### config.mk
export PLATFORM = sky130hd
export DESIGN_NAME = frequency_display
export DESIGN_NICKNAME = d
export VERILOG_FILES = /design/src/rtl/frequency_display_pkg.sv /design/src/rtl/frequency_display_bin2bcd_seq.sv /design/src/rtl/frequency_display.sv
export SDC_FILE = /design/constraint.sdc
export NUM_CORES = 1
export LEC_CHECK = 0
export BUFFER_PORTS_ARGS = -buffer_cell sky130_fd_sc_hd__buf_2
export CORE_ASPECT_RATIO = 1.2
export CORE_MARGIN = 2
export CORE_UTILIZATION = 38
export DETAILED_ROUTE_END_ITERATION = 6
export PLACE_DENSITY = 0.58
export SLEW_MARGIN = 20
export SYNTH_ARGS = -nofsm -noshare
export SYNTH_HDL_FRONTEND = slang
export SYNTH_SLANG_ARGS = --single-unit
### constraint.sdc
create_clock -name clk_fs -period 3.7 [get_ports clk_fs]
set_clock_uncertainty 0.05 [all_clocks]
set_input_delay 0.74 -clock clk_fs [delete_from_list [all_inputs] [get_ports clk_fs]]
set_output_delay 0.74 -clock clk_fs [all_outputs]
set_load 0.05 [all_outputs]
### src/rtl/frequency_display_pkg.sv
// freq_disp_pkg
//   Shared definitions for the frequency display block:
//   - disp_state_t : conversion FSM states (IDLE, SHIFT, DONE)
//   - SEG_LUT      : active-low 7-segment patterns {dp,g,f,e,d,c,b,a} for 0..9
//   - SEG_BLANK    : all segments off
//   - disp_max()   : largest displayable value, 10^digits - 1
//   - disp_bin_w() : bits needed to hold disp_max(), i.e. $clog2(10^digits)
//   - seg_decode() : nibble to segment pattern; non-decimal nibbles blank
package freq_disp_pkg;

   typedef enum logic [1:0] {
      IDLE  = 2'd0,
      SHIFT = 2'd1,
      DONE  = 2'd2
   } disp_state_t;

   localparam logic [7:0] SEG_LUT [0:9] = '{
      8'hC0, 8'hF9, 8'hA4, 8'hB0, 8'h99,
      8'h92, 8'h82, 8'hF8, 8'h80, 8'h90
   };

   localparam logic [7:0] SEG_BLANK = 8'hFF;

   function automatic logic [63:0] disp_max(input int digits);
      logic [63:0] p;
      p = 64'd1;
      for (int i = 0; i < digits; i++) begin
         p = p * 64'd10;
      end
      return p - 64'd1;
   endfunction

   function automatic int disp_bin_w(input int digits);
      logic [63:0] m;
      int          w;
      m = disp_max(digits);
      w = 0;
      for (int i = 0; i < 64; i++) begin
         if (m[i]) w = i + 1;
      end
      return w;
   endfunction

   function automatic logic [7:0] seg_decode(input logic [3:0] d);
      logic [7:0] s;
      s = SEG_BLANK;
      if (d <= 4'd9) s = SEG_LUT[d];
      return s;
   endfunction

endpackage

### src/rtl/frequency_display_bin2bcd_seq.sv
// bin2bcd_seq
//   Sequential double-dabble converter with a single-entry pending slot.
//   Ports:
//     clk_fs    in   clock
//     rst       in   synchronous active-high reset
//     start     in   one-cycle strobe, bin is valid while start is high
//     bin       in   BIN_W-bit binary value (already saturated by the caller)
//     bcd       out  packed BCD result, digit 0 in [3:0], held until next DONE
//     done      out  one-cycle pulse coincident with a bcd update
//     busy      out  high whenever the FSM is not IDLE
//     dbg_state out  current FSM state
//
//   Handshake: start is a pure valid strobe with no back-pressure. A strobe
//   that arrives while busy is parked in the pending slot (latest wins) and is
//   converted as soon as the current conversion reaches DONE; a strobe that
//   lands exactly on DONE is converted directly from DONE.
module bin2bcd_seq
   import freq_disp_pkg::*;
#(
   parameter int DIGITS = 8,
   parameter int BIN_W  = 27
) (
   input  logic                clk_fs,
   input  logic                rst,
   input  logic                start,
   input  logic [BIN_W-1:0]    bin,
   output logic [4*DIGITS-1:0] bcd,
   output logic                done,
   output logic                busy,
   output disp_state_t         dbg_state
);

   localparam int CW = (BIN_W > 1) ? $clog2(BIN_W) : 1;

   disp_state_t         state_q, state_d;
   logic [BIN_W-1:0]    bin_q, bin_d;
   logic [4*DIGITS-1:0] acc_q, acc_d;
   logic [4*DIGITS-1:0] acc_adj;
   logic [CW-1:0]       cnt_q, cnt_d;
   logic                pend_q, pend_d;
   logic [BIN_W-1:0]    pend_val_q, pend_val_d;
   logic [4*DIGITS-1:0] bcd_q, bcd_d;
   logic                done_q, done_d;

   always_comb begin
      state_d    = state_q;
      bin_d      = bin_q;
      acc_d      = acc_q;
      cnt_d      = cnt_q;
      pend_d     = pend_q;
      pend_val_d = pend_val_q;
      bcd_d      = bcd_q;
      done_d     = 1'b0;

      // Add-3 correction on every nibble that would overflow past 9 after
      // the following doubling.
      acc_adj = acc_q;
      for (int i = 0; i < DIGITS; i++) begin
         if (acc_q[4*i +: 4] >= 4'd5) acc_adj[4*i +: 4] = acc_q[4*i +: 4] + 4'd3;
      end

      if (start && (state_q != IDLE)) begin
         pend_val_d = bin;
         pend_d     = 1'b1;
      end

      case (state_q)
         IDLE: begin
            if (start) begin
               bin_d   = bin;
               acc_d   = '0;
               cnt_d   = '0;
               state_d = SHIFT;
            end
         end
         SHIFT: begin
            {acc_d, bin_d} = {acc_adj, bin_q} << 1;
            cnt_d          = cnt_q + 1'b1;
            if (cnt_q == CW'(BIN_W - 1)) state_d = DONE;
         end
         DONE: begin
            bcd_d  = acc_q;
            done_d = 1'b1;
            acc_d  = '0;
            cnt_d  = '0;
            pend_d = 1'b0;
            if (start) begin
               bin_d   = bin;
               state_d = SHIFT;
            end else if (pend_q) begin
               bin_d   = pend_val_q;
               state_d = SHIFT;
            end else begin
               state_d = IDLE;
            end
         end
         default: state_d = IDLE;
      endcase
   end

   always_ff @(posedge clk_fs) begin
      if (rst) begin
         state_q    <= IDLE;
         bin_q      <= '0;
         acc_q      <= '0;
         cnt_q      <= '0;
         pend_q     <= 1'b0;
         pend_val_q <= '0;
         bcd_q      <= '0;
         done_q     <= 1'b0;
      end else begin
         state_q    <= state_d;
         bin_q      <= bin_d;
         acc_q      <= acc_d;
         cnt_q      <= cnt_d;
         pend_q     <= pend_d;
         pend_val_q <= pend_val_d;
         bcd_q      <= bcd_d;
         done_q     <= done_d;
      end
   end

   assign bcd       = bcd_q;
   assign done      = done_q;
   assign busy      = (state_q != IDLE);
   assign dbg_state = state_q;

endmodule

### src/rtl/frequency_display.sv
// frequency_display
//   Captures each fre word, saturates it to 10^DIGITS-1, converts it to BCD
//   and scans it onto a multiplexed active-low 7-segment display with
//   leading-zero blanking. Everything runs on clk_fs.
//   Ports:
//     clk_fs   in   clock (same as the frequency counter)
//     rst      in   synchronous active-high reset
//     fre      in   measured frequency, valid while fre_vld is high
//     fre_vld  in   one-cycle strobe marking a new fre
//     bcd      out  packed BCD, digit 0 in [3:0]
//     bcd_vld  out  one-cycle pulse when bcd updates
//     ovf      out  last converted fre exceeded 10^DIGITS-1
//     busy     out  a conversion is in progress
//     seg      out  active-low {dp,g,f,e,d,c,b,a}
//     dig_sel  out  active-low one-hot digit enable
module frequency_display
   import freq_disp_pkg::*;
#(
   parameter int DIGITS   = 8,
   parameter int SCAN_DIV = 50000,
   parameter int FRE_W    = 64
) (
   input  logic                clk_fs,
   input  logic                rst,
   input  logic [FRE_W-1:0]    fre,
   input  logic                fre_vld,
   output logic [4*DIGITS-1:0] bcd,
   output logic                bcd_vld,
   output logic                ovf,
   output logic                busy,
   output logic [7:0]          seg,
   output logic [DIGITS-1:0]   dig_sel
);

   localparam int               BIN_W   = disp_bin_w(DIGITS);
   localparam logic [FRE_W-1:0] MAX_FRE = FRE_W'(disp_max(DIGITS));
   localparam logic [BIN_W-1:0] MAX_BIN = BIN_W'(disp_max(DIGITS));
   localparam int               PW      = (SCAN_DIV > 1) ? $clog2(SCAN_DIV) : 1;
   localparam int               IW      = (DIGITS > 1) ? $clog2(DIGITS) : 1;

   logic                ovf_new;
   logic [BIN_W-1:0]    sat;
   logic [4*DIGITS-1:0] bcd_w;
   logic                done_w;
   logic                busy_w;
   disp_state_t         conv_state;

   assign ovf_new = (fre > MAX_FRE);
   assign sat     = ovf_new ? MAX_BIN : fre[BIN_W-1:0];

   bin2bcd_seq #(
      .DIGITS (DIGITS),
      .BIN_W  (BIN_W)
   ) u_bin2bcd (
      .clk_fs    (clk_fs),
      .rst       (rst),
      .start     (fre_vld),
      .bin       (sat),
      .bcd       (bcd_w),
      .done      (done_w),
      .busy      (busy_w),
      .dbg_state (conv_state)
   );

   // The overflow flag travels alongside the value through the converter:
   // ovf_act belongs to the conversion in flight, ovf_pend to the parked one.
   logic ovf_q, ovf_d;
   logic ovf_act_q, ovf_act_d;
   logic ovf_pend_q, ovf_pend_d;

   always_comb begin
      ovf_d      = ovf_q;
      ovf_act_d  = ovf_act_q;
      ovf_pend_d = ovf_pend_q;
      if (fre_vld) begin
         if (!busy_w) ovf_act_d  = ovf_new;
         else         ovf_pend_d = ovf_new;
      end
      if (conv_state == DONE) begin
         ovf_d     = ovf_act_q;
         // The next conversion out of DONE takes a same-cycle strobe first,
         // otherwise the parked value.
         ovf_act_d = fre_vld ? ovf_new : ovf_pend_q;
      end
   end

   // Display scan
   logic [PW-1:0]     presc_q, presc_d;
   logic [IW-1:0]     idx_q, idx_d;
   logic              tick;
   logic [7:0]        seg_q, seg_d;
   logic [DIGITS-1:0] dig_sel_q, dig_sel_d;
   logic [DIGITS-1:0] blank;
   logic              lz;
   logic [3:0]        nib;

   always_comb begin
      presc_d = presc_q + 1'b1;
      tick    = 1'b0;
      if (presc_q == PW'(SCAN_DIV - 1)) begin
         presc_d = '0;
         tick    = 1'b1;
      end

      idx_d = idx_q;
      if (tick) idx_d = (idx_q == IW'(DIGITS - 1)) ? '0 : idx_q + 1'b1;

      // Walk from the most significant digit down: a digit is blank while
      // it and everything above it is zero. Digit 0 always shows.
      lz    = 1'b1;
      blank = '0;
      for (int i = DIGITS - 1; i >= 0; i--) begin
         lz       = lz & (bcd_w[4*i +: 4] == 4'd0);
         blank[i] = lz && (i > 0);
      end

      // Outputs are computed for the index being entered so that seg and
      // dig_sel switch on the same edge.
      nib   = bcd_w[{idx_d, 2'b00} +: 4];
      seg_d = seg_decode(nib);
      if (blank[idx_d]) seg_d[6:0] = 7'h7F;
      seg_d[7]  = ~((idx_d == '0) && ovf_q);
      dig_sel_d = ~(DIGITS'(1) << idx_d);
   end

   always_ff @(posedge clk_fs) begin
      if (rst) begin
         ovf_q      <= 1'b0;
         ovf_act_q  <= 1'b0;
         ovf_pend_q <= 1'b0;
         presc_q    <= '0;
         idx_q      <= '0;
         seg_q      <= SEG_BLANK;
         dig_sel_q  <= '1;
      end else begin
         ovf_q      <= ovf_d;
         ovf_act_q  <= ovf_act_d;
         ovf_pend_q <= ovf_pend_d;
         presc_q    <= presc_d;
         idx_q      <= idx_d;
         seg_q      <= seg_d;
         dig_sel_q  <= dig_sel_d;
      end
   end

   assign bcd     = bcd_w;
   assign bcd_vld = done_w;
   assign ovf     = ovf_q;
   assign busy    = busy_w;
   assign seg     = seg_q;
   assign dig_sel = dig_sel_q;

endmodule
==> impl_metrics.py, run 1 <==
metrics = {
    "place": {
        "io_buffers": 117,
        "dp_cells": 1292,
        "dp_hpwl_um": 14100,
        "gp_congestion": 0.867,
        "dp_slack_ns": 0.549,
    },
    "sta": {
        "worst_pin_slew_ns": 0.899,
        "max_freq_mhz": 315,
        "slew_violations": 0,
        "finalCritPeriodShare": 0.859,
        "slew_headroom": 0.400,
        "post-route-min-period_ns": 3.18,
        "hold_viol": 0,
        "setup_viol_count_final": 0,
        "setup_tns_ns": 0,
        "rsz0062_at_grt": "false",
        "setup_ws_ns": 0.523,
    },
    "logic_synthesis": {
        "synthArstFlopShare": 0,
        "yosysTopAreaCell": "dfxtp_1",
        "yosysSeqAreaShare": 0.408,
        "synthesis.area_um2": 8100,
        "synthTopCellsByCount": "165 x dfxtp_1, 148 x nor2_1, 76 x nand2_1",
        "synth_warnings": 0,
        "syn_area_per_cell_um2": 8.49,
        "ys_types": 63,
        "syn-num-nets": 1050,
        "ys.flop_type": "dfxtp_1",
        "synth_seq_cells": 165,
        "synth-edff-count": 0,
        "synthCells": 954,
        "synth.area.top_cells": "dfxtp_1 41%, nor2_1 6.9%, mux2i_1 5.8%, ha_1 4.5%, nand2_1 3.5%",
        "yosys.cell_count.top_type": "dfxtp_1",
        "synth.top_cell.area_share": 0.408,
    },
    "global_route": {
        "grtUsageTotal": 0.189,
        "grt_pass1_vias": 6653,
        "grt_max_degree": 84,
        "grt_pass1_wl_um": 33900,
        "overflow": 0,
        "antenna_found_initial": 0,
    },
    "die": {
        "dieWidth_um": 137,
        "core-area_um2": 21000,
        "start_util": 0.386,
        "die_h_um": 164,
        "die-area_um2": 22500,
        "io_pins": 118,
        "row_count": 58,
    },
    "power_and_ir_drop": {
        "power-per-cell-area_nw_per_um2": 483,
        "p_leak_nw": 3.70,
        "peakVddDrop_mv": 0.305,
    },
    "routing": {
        "wire_per_inst_um": 15.8,
        "antenna_left": 0,
        "drtPass1Iterations": 6,
        "wirelength_um": 20900,
        "drc": 0,
        "drtIter0Drc": 382,
        "vias_per_cell": 5.44,
        "dr_total_vias": 7209,
    },
    "setup_path": {
        "cp.arrival_ns": 3.40,
        "crit_required_ns": 3.93,
        "critPathKind": "flop to flop",
        "cp_max_fo": 9,
        "critical_path.endpoint_type": "flop",
        "crit_path_start_kind": "flop",
    },
    "final_layout": {
        "syn_to_final_growth_pct": 17.2,
        "layout-drive-gt1-share": 0.181,
        "layoutNonFillerInstCount": 1324,
        "diodes": 0,
        "regArea_um2": 3300,
        "layout.nets": 1137,
        "multi_input_area_um2": 4440,
        "fillCellCount": 2088,
    },
    "run": {
        "maxCapViolations": 0,
    },
    "run_status": {
        "outcome": "finished clean",
    },
    "clocking": {
        "cts_tree": "done",
        "clk_latency_ns": 0.43,
        "postCtsSetupBuffers": 0,
        "cts_hold_buf": 0,
        "ctsResizeCount": 0,
        "cts-buffers-inserted": 17,
        "cts_root_buffer": "clkbuf_16",
        "cts_sinks": 165,
        "cts.htree.levels": 4,
        "clockBufferDepth": 2,
        "clk_pin_slew_ns": 0.07,
    },
    "min_path": {
        "worstHoldPathType": "flop to flop",
    },
}
## cells by family after synthesis
| group | count (synthesis) | share of synthesized area |
|---|---|---|
| XOR/XNOR | 31 | 0.0335 |
| buffers and inverters | 92 | 0.0469 |
| AND/OR/NAND/NOR | 373 | 0.214 |
| flip-flops | 165 | 0.408 |
| multiplexers | 55 | 0.0704 |
| adder cells (fa/ha/maj) | 29 | 0.0448 |
| AO/OA/AOI/OAI | 209 | 0.183 |
## path summary, 6_finish.rpt
check	from	end	slack, ns	depth (start not counted)
setup / recovery	idx_q[1]	seg[4]	0.52	13
hold / removal	presc_q[0]	presc_q[0]	0.40	1
hold reg to reg	presc_q[0]	presc_q[0]	0.40	1
setup reg to reg	idx_q[1]	seg[4]	0.52	13
## layout make-up
class                           count  share of cell area
Clock buffer                       19              0.0477
Timing Repair Buffer              131              0.0730
Clock inverter                     13              0.0170
Multi-Input combinational cell    697               0.468
Inverter                           29              0.0115
Tap cell                          270              0.0356
Sequential cell                   165               0.348
## cells in the final DEF (no fill, tap or decap), types with 9 or more instances in the layout
cell type,synthesis,final
dfxtp_1,165,165
nor2_1,148,147
buf_2,1,116
nand2_1,76,75
nor3_1,50,50
o21ai_0,50,50
mux2i_1,47,47
a21oi_1,38,37
inv_1,29,29
ha_1,29,28
a22o_1,27,27
nand3_1,27,27
a22oi_1,21,21
a311oi_1,20,20
xor2_1,20,20
clkbuf_16,0,17
buf_4,0,15
nor4_1,14,14
a211oi_1,13,13
xnor2_1,11,11
nand4_1,10,10
nand2b_1,9,9
a32oi_1,9,9
## metal layers
metal / part of all wire / global-route usage / vias up
met5: 0 / 0 / -
met4: 0.014 / 0.0558 / 0
met3: 0.054 / 0.0340 / 26
met2: 0.48 / 0.320 / 199
met1: 0.46 / 0.244 / 3396
li1: - / - / 3588
## where the power goes
group | total, mW | switching [mW] | internal, mW
Sequential | 1.98 | 0.0723 | 1.91
Clock | 1.84 | 0.783 | 1.06
Combinational | 0.769 | 0.517 | 0.252
## sequential cells by signal, indices dropped and copies added, names as in the netlist, 2 cells and up
signal and cells:
u_bin2bcd.bin_q 27, u_bin2bcd.acc_q 32, u_bin2bcd.pend_val_q 27, u_bin2bcd.dbg_state 2, u_bin2bcd.cnt_q 5, seg 8
presc_q 16, dig_sel 8, idx_q 3, u_bin2bcd.bcd 32
## critical path: stages, from the launching register on
cell and delay, ns:
dfxtp_1 0.39, ha_1 0.22, ha_1 0.26, and4b_1 0.27, nand4_1 0.19, mux2_4 0.40, mux2i_1 0.14, a211oi_1 0.26
nor2_1 0.14, inv_1 0.10, ha_1 0.19, nor2_1 0.08, o21ai_4 0.22, o2111ai_1 0.14
## stage by stage
stage / instance area (µm²) / total power, mW / hold WS, ns / utilization
after floorplan: 8100 / 2.56 / 0.363 / -
after global placement: 8880 / 2.79 / 0.373 / 0.424
after detailed placement: 8880 / 2.80 / 0.385 / 0.424
after CTS: 9500 / 4.64 / 0.395 / 0.453
after global routing: 9500 / 4.80 / 0.417 / 0.453
final: 9500 / 4.59 / 0.396 / 0.453
No activity file was read; power rests on OpenSTA's default activity.
==> run 2: changes to the inputs <==
--- a/config.mk
+++ b/config.mk
@@ -8,6 +8,7 @@
 export BUFFER_PORTS_ARGS = -buffer_cell sky130_fd_sc_hd__buf_2
 export CORE_ASPECT_RATIO = 1.2
-export CORE_MARGIN = 2
+export CORE_MARGIN = 3
 export CORE_UTILIZATION = 38
+export CTS_CLUSTER_DIAMETER = 60
 export DETAILED_ROUTE_END_ITERATION = 6
 export PLACE_DENSITY = 0.58
==> constraint.sdc (replaced) <==
create_clock -name clk_fs -period 3.7 [get_ports clk_fs]
set_clock_uncertainty 0.05 [all_clocks]
set_input_delay 0 -clock clk_fs [delete_from_list [all_inputs] [get_ports clk_fs]]
set_output_delay 0 -clock clk_fs [all_outputs]
set_load 0.05 [all_outputs]
==> run 2 against run 1 <==
Against the previous run: maximum frequency down 0.91%; hold slack worse by 0.34 ns; combinational power up 4.8%; global-route usage down 0.16 points; wire length up 5.6%; core utilization up 2.4 points; register-to-register slack worse by 0.03 ns; count of clock-buffer cells in the layout down 2; critical path depth down 2; clock power up 9%; setup slack worse by 0.029 ns; critical path type unchanged; highest routed layer unchanged.
==> impl_metrics.py, run 2 (synthesis gave the netlist of run 1 again) <==
metrics = {
    "place": {
        "dp_cells": 1285,
        "dp_slack_ns": 0.575,
        "gp_congestion": 0.910,
        "place_area_um2": 8870,
        "dp_hpwl_um": 14700,
        "io_buffers": 117,
    },
    "final_layout": {
        "layout-drive-gt1-share": 0.175,
        "layout.nets": 1163,
        "syn_to_final_growth_pct": 21.2,
        "regArea_um2": 3300,
        "fillCellCount": 1994,
        "fin_area_um2": 9820,
        "final_cell_mix": "165 x dfxtp_1, 147 x nor2_1, 116 x buf_2, 75 x nand2_1",
        "multi_input_area_um2": 4440,
        "diodes": 0,
        "final_common_cell": "dfxtp_1",
        "layoutNonFillerInstCount": 1345,
        "utilization": 0.477,
    },
    "run_status": {
        "outcome": "finished clean",
    },
    "routing": {
        "highest_layer": "met4",
        "routed-wl-met3_um": 1090,
        "drtIter0Drc": 514,
        "wirelength_um": 22100,
        "drtPass1Iterations": 6,
        "wl_met1_um": 9870,
        "dr_total_vias": 7341,
        "drc": 0,
        "wire_per_inst_um": 16.4,
        "antenna_left": 0,
        "vias_per_cell": 5.46,
        "wl_met2_um": 10600,
    },
    "setup_path": {
        "slowest_stage": "and4_4",
        "critPathBufInv": 0,
        "path_cells": "ha_1 -> and3_1 -> and4_4 -> mux2_2 -> a221oi_1 -> o21ai_0 -> nand2_1 -> ha_1 -> nor2_1 -> o21ai_4 -> o2111ai_1",
        "cpMostUsedCell": "ha_1",
        "crit_family": "simple AND/OR/NAND/NOR gates",
        "cp_max_fo": 22,
        "critical_path.endpoint_type": "flop",
        "cpPeakStageDelay_ns": 0.43,
        "timing.rr.start": "presc_q[0]",
        "rr_worst_depth": 11,
        "crit_required_ns": 3.92,
        "startpoint": "presc_q[0]",
        "crit_path_start_kind": "flop",
        "cp.depth": 11,
        "critPathKind": "flop to flop",
        "rrSetupSlack_ns": 0.49,
        "cp.arrival_ns": 3.43,
    },
    "power_and_ir_drop": {
        "peakVddDrop_mv": 0.308,
        "total_power_mw": 4.79,
        "p_leak_nw": 3.83,
        "power-per-cell-area_nw_per_um2": 488,
    },
    "die": {
        "io_pins": 118,
        "die_h_um": 166,
        "row_count": 57,
        "die-area_um2": 23100,
        "dieWidth_um": 139,
        "start_util": 0.393,
        "core-area_um2": 20600,
    },
    "sta": {
        "setup_viol_count_final": 0,
        "slew_headroom": 0.418,
        "rsz0062_at_grt": "false",
        "setup_ws_ns": 0.494,
        "finalCritPeriodShare": 0.866,
        "slew_violations": 0,
        "hold_viol": 0,
        "setup_tns_ns": 0,
        "max_freq_mhz": 312,
        "whs_ns": 0.0605,
        "worst_pin_slew_ns": 0.874,
        "post-route-min-period_ns": 3.21,
    },
    "clocking": {
        "ctsResizeCount": 0,
        "clk_latency_ns": 0.42,
        "cts_tree": "done",
        "clk_pin_slew_ns": 0.07,
        "clockBufferDepth": 2,
        "cts_root_buffer": "clkbuf_16",
        "cts_sinks": 165,
        "cts-buffers-inserted": 17,
        "cts.htree.levels": 4,
        "postCtsSetupBuffers": 0,
    },
    "global_route": {
        "overflow": 0,
        "grt_pass1_wl_um": 35800,
        "grtUsageTotal": 0.187,
        "grt_pass1_vias": 6973,
        "antenna_found_initial": 0,
        "grt_max_degree": 68,
    },
    "min_path": {
        "worstHoldPathType": "primary input to flop",
        "min_delay_path_depth": 7,
        "min_from": "fre[44]",
    },
    "run": {
        "maxCapViolations": 0,
    },
}
==> run 2: cell types whose count changed in the layout (fill, tap and decap cells not counted), sizes merged <==
cell         delta
clkbuf          -2
bufinv          +3
buf             -2
dlygate4sd3    +28
clkinvlp        +1
clkinv          -2
==> run 2: final cells by class <==
| class | count | share of cell area |
|---|---|---|
| inverters | 29 | 0.0111 |
| multi-input cells | 697 | 0.452 |
| repair buffers | 157 | 0.0988 |
| clock buffers | 17 | 0.0433 |
| well taps | 265 | 0.0337 |
| clock inverters | 15 | 0.0247 |
| flip-flops and latches | 165 | 0.336 |
==> run 2: power by group <==
part           switching [mW]  internal, mW  leakage (nW)
clock                   0.784          1.22         0.326
sequential             0.0723          1.91          1.34
combinational           0.532         0.275          2.16
total                    1.39          3.40          3.83
==> run 2: timing repair <==
item | in CTS | in global routing
setup endpoints to repair | 0 | 0
hold endpoints to repair | 56 | 0
hold buffers | 28 | 0
==> run 2: worst paths after layout <==
path	to
min reg2reg	u_bin2bcd.pend_val_q[8]
max	seg[4]
max reg2reg	seg[4]
min	u_bin2bcd.pend_val_q[25]
==> run 2: per-layer routing <==
metal / vias up / global-route usage
met3: 40 / 0.0366
met4: 0 / 0.0630
met5: - / 0
met1: 3445 / 0.235
met2: 210 / 0.320
li1: 3646 / -
==> run 2: worst reg2reg max path, cell delays in order, from the launching register on <==
cell and delay, ns:
dfxtp_1 0.36, ha_1 0.28, and3_1 0.20, and4_4 0.43, mux2_2 0.44, a221oi_1 0.33, o21ai_0 0.17, nand2_1 0.15
ha_1 0.20, nor2_1 0.08, o21ai_4 0.22, o2111ai_1 0.14
